==> src/rtl/modulation_update_controller.sv <==
// Sequences run-time changes of CYCLE_M / FREQ_DIV_M: validate a shadow request, wait for the
// modulation index to wrap, then commit both together. Define MOD_UPDATE_TIMEOUT_EN to force a commit after a WAIT timeout.
module modulation_update_controller #(
    parameter logic [31:0] FREQ_DIV_MIN     = 32'd512,
    parameter logic [15:0] DEFAULT_CYCLE    = 16'd1,
    parameter logic [31:0] DEFAULT_FREQ_DIV = 32'd40960,
    parameter logic [31:0] TIMEOUT_CYCLES   = 32'd100_000_000
) (
    input  logic        clk,
    input  logic        rst_n,
    input  logic        update_req_i,
    input  logic        cancel_i,
    input  logic [15:0] cycle_req_i,
    input  logic [31:0] freq_div_req_i,
    input  logic [15:0] idx_i,
    output logic [15:0] cycle_m_o,
    output logic [31:0] freq_div_m_o,
    output logic        busy_o,
    output logic        done_o,
    output logic        err_o
);

    typedef enum logic [1:0] {
        S_IDLE   = 2'd0,
        S_CHECK  = 2'd1,
        S_WAIT   = 2'd2,
        S_COMMIT = 2'd3
    } state_t;

    state_t      state_q, state_d;
    logic [15:0] idx_q;
    logic [15:0] shadow_cycle_q, shadow_cycle_d;
    logic [31:0] shadow_div_q, shadow_div_d;
    logic [15:0] cycle_m_q, cycle_m_d;
    logic [31:0] freq_div_m_q, freq_div_m_d;
    logic        err_q, err_d;
    logic        busy_q;
    logic        done_q;
    logic        boundary_s;

    // The index has just wrapped back to zero.
    assign boundary_s = (idx_i == 16'd0) && (idx_q != 16'd0);

`ifdef MOD_UPDATE_TIMEOUT_EN
    logic [31:0] wait_cnt_q, wait_cnt_d;
    logic        timeout_s;

    assign timeout_s = (wait_cnt_q == (TIMEOUT_CYCLES - 32'd1));
`else
    logic        unused_timeout_s;

    assign unused_timeout_s = ^TIMEOUT_CYCLES;
`endif

    // Next-state and next-value logic of the update sequencer.
    always_comb begin
        state_d        = state_q;
        shadow_cycle_d = shadow_cycle_q;
        shadow_div_d   = shadow_div_q;
        cycle_m_d      = cycle_m_q;
        freq_div_m_d   = freq_div_m_q;
        err_d          = err_q;
`ifdef MOD_UPDATE_TIMEOUT_EN
        wait_cnt_d     = wait_cnt_q;
`endif
        case (state_q)
            S_IDLE: begin
                if (update_req_i) begin
                    shadow_cycle_d = cycle_req_i;
                    shadow_div_d   = freq_div_req_i;
                    state_d        = S_CHECK;
                end else begin
                    state_d = S_IDLE;
                end
            end
            S_CHECK: begin
                if (shadow_div_q < FREQ_DIV_MIN) begin
                    err_d   = 1'b1;
                    state_d = S_IDLE;
                end else if (cycle_m_q == 16'd0) begin
                    // A zero-length period never wraps, so there is nothing to wait for.
                    err_d   = 1'b0;
                    state_d = S_COMMIT;
                end else begin
                    err_d   = 1'b0;
                    state_d = S_WAIT;
`ifdef MOD_UPDATE_TIMEOUT_EN
                    wait_cnt_d = 32'd0;
`endif
                end
            end
            S_WAIT: begin
                if (cancel_i) begin
                    state_d = S_IDLE;
                end else if (boundary_s) begin
                    state_d = S_COMMIT;
`ifdef MOD_UPDATE_TIMEOUT_EN
                end else if (timeout_s) begin
                    state_d = S_COMMIT;
                end else begin
                    wait_cnt_d = wait_cnt_q + 32'd1;
                end
`else
                end else begin
                    state_d = S_WAIT;
                end
`endif
            end
            S_COMMIT: begin
                cycle_m_d    = shadow_cycle_q;
                freq_div_m_d = shadow_div_q;
                state_d      = S_IDLE;
            end
            default: begin
                state_d = S_IDLE;
            end
        endcase
    end

    // State, shadow, active-parameter and status registers.
    always_ff @(posedge clk or negedge rst_n) begin
        if (!rst_n) begin
            state_q        <= S_IDLE;
            idx_q          <= 16'd0;
            shadow_cycle_q <= DEFAULT_CYCLE;
            shadow_div_q   <= DEFAULT_FREQ_DIV;
            cycle_m_q      <= DEFAULT_CYCLE;
            freq_div_m_q   <= DEFAULT_FREQ_DIV;
            err_q          <= 1'b0;
            busy_q         <= 1'b0;
            done_q         <= 1'b0;
        end else begin
            state_q        <= state_d;
            idx_q          <= idx_i;
            shadow_cycle_q <= shadow_cycle_d;
            shadow_div_q   <= shadow_div_d;
            cycle_m_q      <= cycle_m_d;
            freq_div_m_q   <= freq_div_m_d;
            err_q          <= err_d;
            busy_q         <= (state_d != S_IDLE);
            done_q         <= (state_d == S_COMMIT);
        end
    end

`ifdef MOD_UPDATE_TIMEOUT_EN
    // WAIT-duration counter used to recover from a stalled sampler.
    always_ff @(posedge clk or negedge rst_n) begin
        if (!rst_n) begin
            wait_cnt_q <= 32'd0;
        end else begin
            wait_cnt_q <= wait_cnt_d;
        end
    end
`endif

    assign cycle_m_o    = cycle_m_q;
    assign freq_div_m_o = freq_div_m_q;
    assign busy_o       = busy_q;
    assign done_o       = done_q;
    assign err_o        = err_q;

endmodule
==> config.mk <==
export PLATFORM = sky130hd
export DESIGN_NAME = modulation_update_controller
export DESIGN_NICKNAME = d
export VERILOG_FILES = /design/src/rtl/modulation_update_controller.sv
export SDC_FILE = /design/constraint.sdc
export NUM_CORES = 1
export LEC_CHECK = 0
export BUFFER_PORTS_ARGS = -buffer_cell sky130_fd_sc_hd__buf_2
export CAP_MARGIN = 30
export CORE_MARGIN = 1.5
export CORE_UTILIZATION = 30
export CTS_CLUSTER_DIAMETER = 30
export DETAILED_ROUTE_END_ITERATION = 10
export PLACE_DENSITY = 0.57
export SYNTH_ARGS = -nofsm -noshare
export SYNTH_HDL_FRONTEND = slang
export SYNTH_SLANG_ARGS = --single-unit
==> constraint.sdc <==
create_clock -name clk -period 3 [get_ports clk]
set_clock_uncertainty 0.2 [all_clocks]
set_input_delay 0.3 -clock clk [delete_from_list [all_inputs] [get_ports clk]]
set_output_delay 0.3 -clock clk [all_outputs]
set_load 0.02 [all_outputs]
-- Word level (Yosys, flattened, before mapping)
Cells that the tools add are included.
- register bits after elaboration: 117
- output and inout port bits: 51
- word-level logic and storage cells: 28
- $lt $le $gt $ge: 1
- eq/ne operators: 4
- mux-type cells: 7
- reduce and logical (&&, ||, !) cells: 7
- operators by type and width (operator ; number):
    logical NOT 16 bit ; 2
    less-than comparator 32 x 10 -> 1 bit, second input constant ; 1
    nonzero test 16 bit ; 1
    one-hot mux 2 bit (4 select lines) ; 1
    equality test 2 bit, second input constant ; 3
    two-way mux 1 bit ; 4
    two-way mux 2 bit ; 2
    equality test 2 x 1 -> 1 bit, second input constant ; 1
    logical NOT 2 bit ; 1
    AND reduction 2 bit ; 1
    nonzero test 2 bit ; 1
    logical AND 1 bit ; 1

-- Logic depth before layout (Yosys ltp)
- depth in word-level cells: 6
- mapped depth: 4
- depth with buffers taken out: 4

-- Worst setup path before layout
Ideal clock, no wire load.
- path kind: reg2reg
- start: register state_q[1]
- end: register cycle_m_q[10] (netlist: cycle_m_o[10])
- arrival: 1.238 ns
- data required time: 2.675 ns
- setup slack: 1.437 ns
- cell stages (with the launch flop): 5
- buffers on the path: 2
- cells stage by stage: dfrtp_1 -> nand2_1 -> buf_2 -> buf_2 -> mux2_2
- cells in the longest elaborated chain, start to end: 1
- RTL lines (item ; RTL line ; text):
    start: declaration ; 30 ; state_t state_q, state_d;
    start signal: assignment ; 133 ; state_q <= state_d;
    equality test 2 bit ; 66 ; case (state_q)
    end signal: assignment ; 137 ; cycle_m_q <= cycle_m_d;
    end: declaration ; 34 ; logic [15:0] cycle_m_q, cycle_m_d;
No other way between the ends.
A chain may end at the register's enable or synchronous reset.

-- Worst setup path after layout
- start: register state_q[0]
- end: register shadow_div_q[31]
- cells in the longest elaborated chain, start to end: 2
- RTL lines (item ; RTL line ; text):
    logical NOT 2 bit ; 66 ;
    AND reduction 2 bit (no line) ; n/a ;
    end signal: assignment ; 136 ; shadow_div_q <= shadow_div_d;
    end: declaration ; 33 ; logic [31:0] shadow_div_q, shadow_div_d;
No other way between the ends.

==> qor.txt <==
worst reg2reg startpoint - state_q[0]
number of diodes - 0
layout net count - 524
Synth cell types - 18
startpoint types - flip-flop
core box area - 13900 sq um
Routed Antenna Nets - 0
power per cell area - 1060 nW/um^2
fill count - 1226
Initial DRC Count - 59
Setup Crit Path Kind - flip-flop to flip-flop
CTS tree - yes
f_max - 498 MHz
fin crit period - 2010 ps
IO Pins - 119
Syn-to-layout area delta - 49.1%
first drt pass iteration count - 3
final worst-path cycle share - 0.669
I/O Buffers - 118
first-pass GRT wire length - 15300 microns
pin count of the biggest net entering global routing - 54
Detailed Place HPWL - 6070 microns
Avg WL per Cell - 14.5 microns
number of synthesized register bits - 117
commonest non-fill, non-tap cell in the layout - buf_2
final non-filler cell area - 6410 sq um
H-Tree Depth - 4
worst path arrival time - 2090 ps
unrepaired setup endpoints after global routing - no
worst setup path start - state_q[0]
nature of the critical path endpoint - flip-flop
Mapped Area - 4300 sq um
cell row count - 43
CTS Buffer Depth - 2
leakage dissipation - 2.92 nW
share of cells above drive strength 1 - 0.552
total CTS buffers - 17
dpl cell area - 5130 sq um
worst rel slew slack - 0.524
CP endpoint - shadow_div_q[31]
syn_area_per_cell - 16.6 sq um
Chip Width - 123 microns
Setup TNS Final - 0 ps
Post-Syn Instances - 259
Pins Over Slew Limit - 0
Die Ht - 123 microns
vias - 2861
final wirelength - 9410 microns
CTS root buf - clkbuf_16
WP data required - 3080 ps
Hold/Removal Path Class - input port to async pin
total of max-cap violations - 0
gr ovfl total - 0
most frequent cells in the layout - buf_2, dfrtp_1, mux2_2
maximum vdd ir drop - 0.545 mV
RePlAce Congestion - 0.698
CP max FO - 50
Most Crowded Layer GR - met2
Synth Net Count - 327
path depth of the worst reg2reg path - 3
Starting Density - 0.309
Clk Latency, worst-skew pair - 410 ps
cts repair resizes - 0
Seq/Total Area, Yosys - 0.682
register-to-register setup slack - 990 ps
clk slew on worst S/H paths - 50 ps
initial antenna violation count - 0
drt drc - 0
setup violators final - 0
vias in the first global route - 3139
CTS sink count - 117
final-report hold violation count - 0
status - completed
met3 global-route usage - 0.0567
grt met2 use - 0.218
reg-to-reg endpoint - shadow_div_q[31]
worst-margin pin slew - 714 ps
total power draw - 6.79 mW
die area - 15100 sq um
met1 GRT Util - 0.163
via/cell ratio - 4.41
Syn. warnings - 0
GRT Overall Usage - 0.138
registers in the layout, indices dropped and copies added (netlist names), 2 cells and up:
name / count
freq_div_m_o: 32
shadow_div_q: 32
cycle_m_o: 16
idx_q: 16
shadow_cycle_q: 16
state_q: 2
layout make-up:
| type | count | area [sq um] | share of cell area |
|---|---|---|---|
| Sequential cell | 117 | 2940 | 0.458 |
| Timing Repair Buffer | 188 | 1310 | 0.204 |
| Clock inverter | 9 | 123 | 0.0191 |
| Multi-Input combinational cell | 132 | 1330 | 0.207 |
| Clock buffer | 23 | 498 | 0.0776 |
| Tap cell | 180 | 225 | 0.0351 |
per-stage QoR:
step	std cells	util	worst slack (ps)	hold WS [ps]
finish	649	0.460	993	195
global route	649	0.460	905	232
CTS	649	0.460	987	212
detailed placement	551	0.368	993	105
global placement	551	0.368	1040	96.1
floorplan	259	-	1440	-196
worst max-delay path, cell delays in order, from the launching register on:
cell and delay (ps):
dfrtp_1 430, nor3b_4 200, buf_4 550, mux2_2 410
worst min-delay path by stage:
stage	start	end	slack, ps	cells past startpoint
2_1_floorplan	rst_n	busy_o	-200	0
3_3_place_gp	rst_n	freq_div_m_o[19]	100	1
3_5_place_dp	rst_n	freq_div_m_o[18]	100	1
4_1_cts	rst_n	freq_div_m_o[18]	210	2
5_1_grt	rst_n	freq_div_m_o[18]	230	2
6_report	rst_n	shadow_div_q[19]	190	2
routing by layer:
layer | up-vias | share of wire
met5 | - | 0
met4 | 0 | 0.017
met2 | 77 | 0.48
met1 | 1430 | 0.44
met3 | 12 | 0.059
li1 | 1342 | -
logic make-up after synthesis:
| kind of cell | count (synthesis) | synth area share |
|---|---|---|
| muxes | 97 | 0.254 |
| buffers and inverters | 10 | 0.0116 |
| and+or+nand+nor | 33 | 0.0492 |
| DFF | 117 | 0.682 |
| AOI/OAI and AO/OA | 2 | 0.00291 |
power breakdown:
part / internal (mW) / leakage (nW) / switching, mW
clock: 1.41 / 0.309 / 0.672
combinational: 1.01 / 1.23 / 0.972
sequential: 2.31 / 1.38 / 0.412
total: 4.73 / 2.92 / 2.06
cells in the mapped netlist (all sizes together):
cell type | n | area [sq um]
nand3b | 2 | 15.0
nor2 | 1 | 3.75
dfrtp | 111 | 2780
o211ai | 1 | 7.51
nand2 | 4 | 15.0
buf | 10 | 50.1
or4 | 2 | 18.8
nor3b | 1 | 12.5
o21ai | 1 | 5.00
dfstp | 6 | 158
nand4 | 3 | 18.8
nor2b | 1 | 6.26
nor3 | 2 | 10.0
and4 | 1 | 8.76
nor4 | 15 | 93.8
or3b | 1 | 8.76
mux2 | 97 | 1090
repair_timing:
item | in CTS | in global routing
buffers inserted | 0 | 0
hold buffers | 66 | 0
endpoints found under the hold margin | 97 | 0
(Power assumes the default switching activity.)
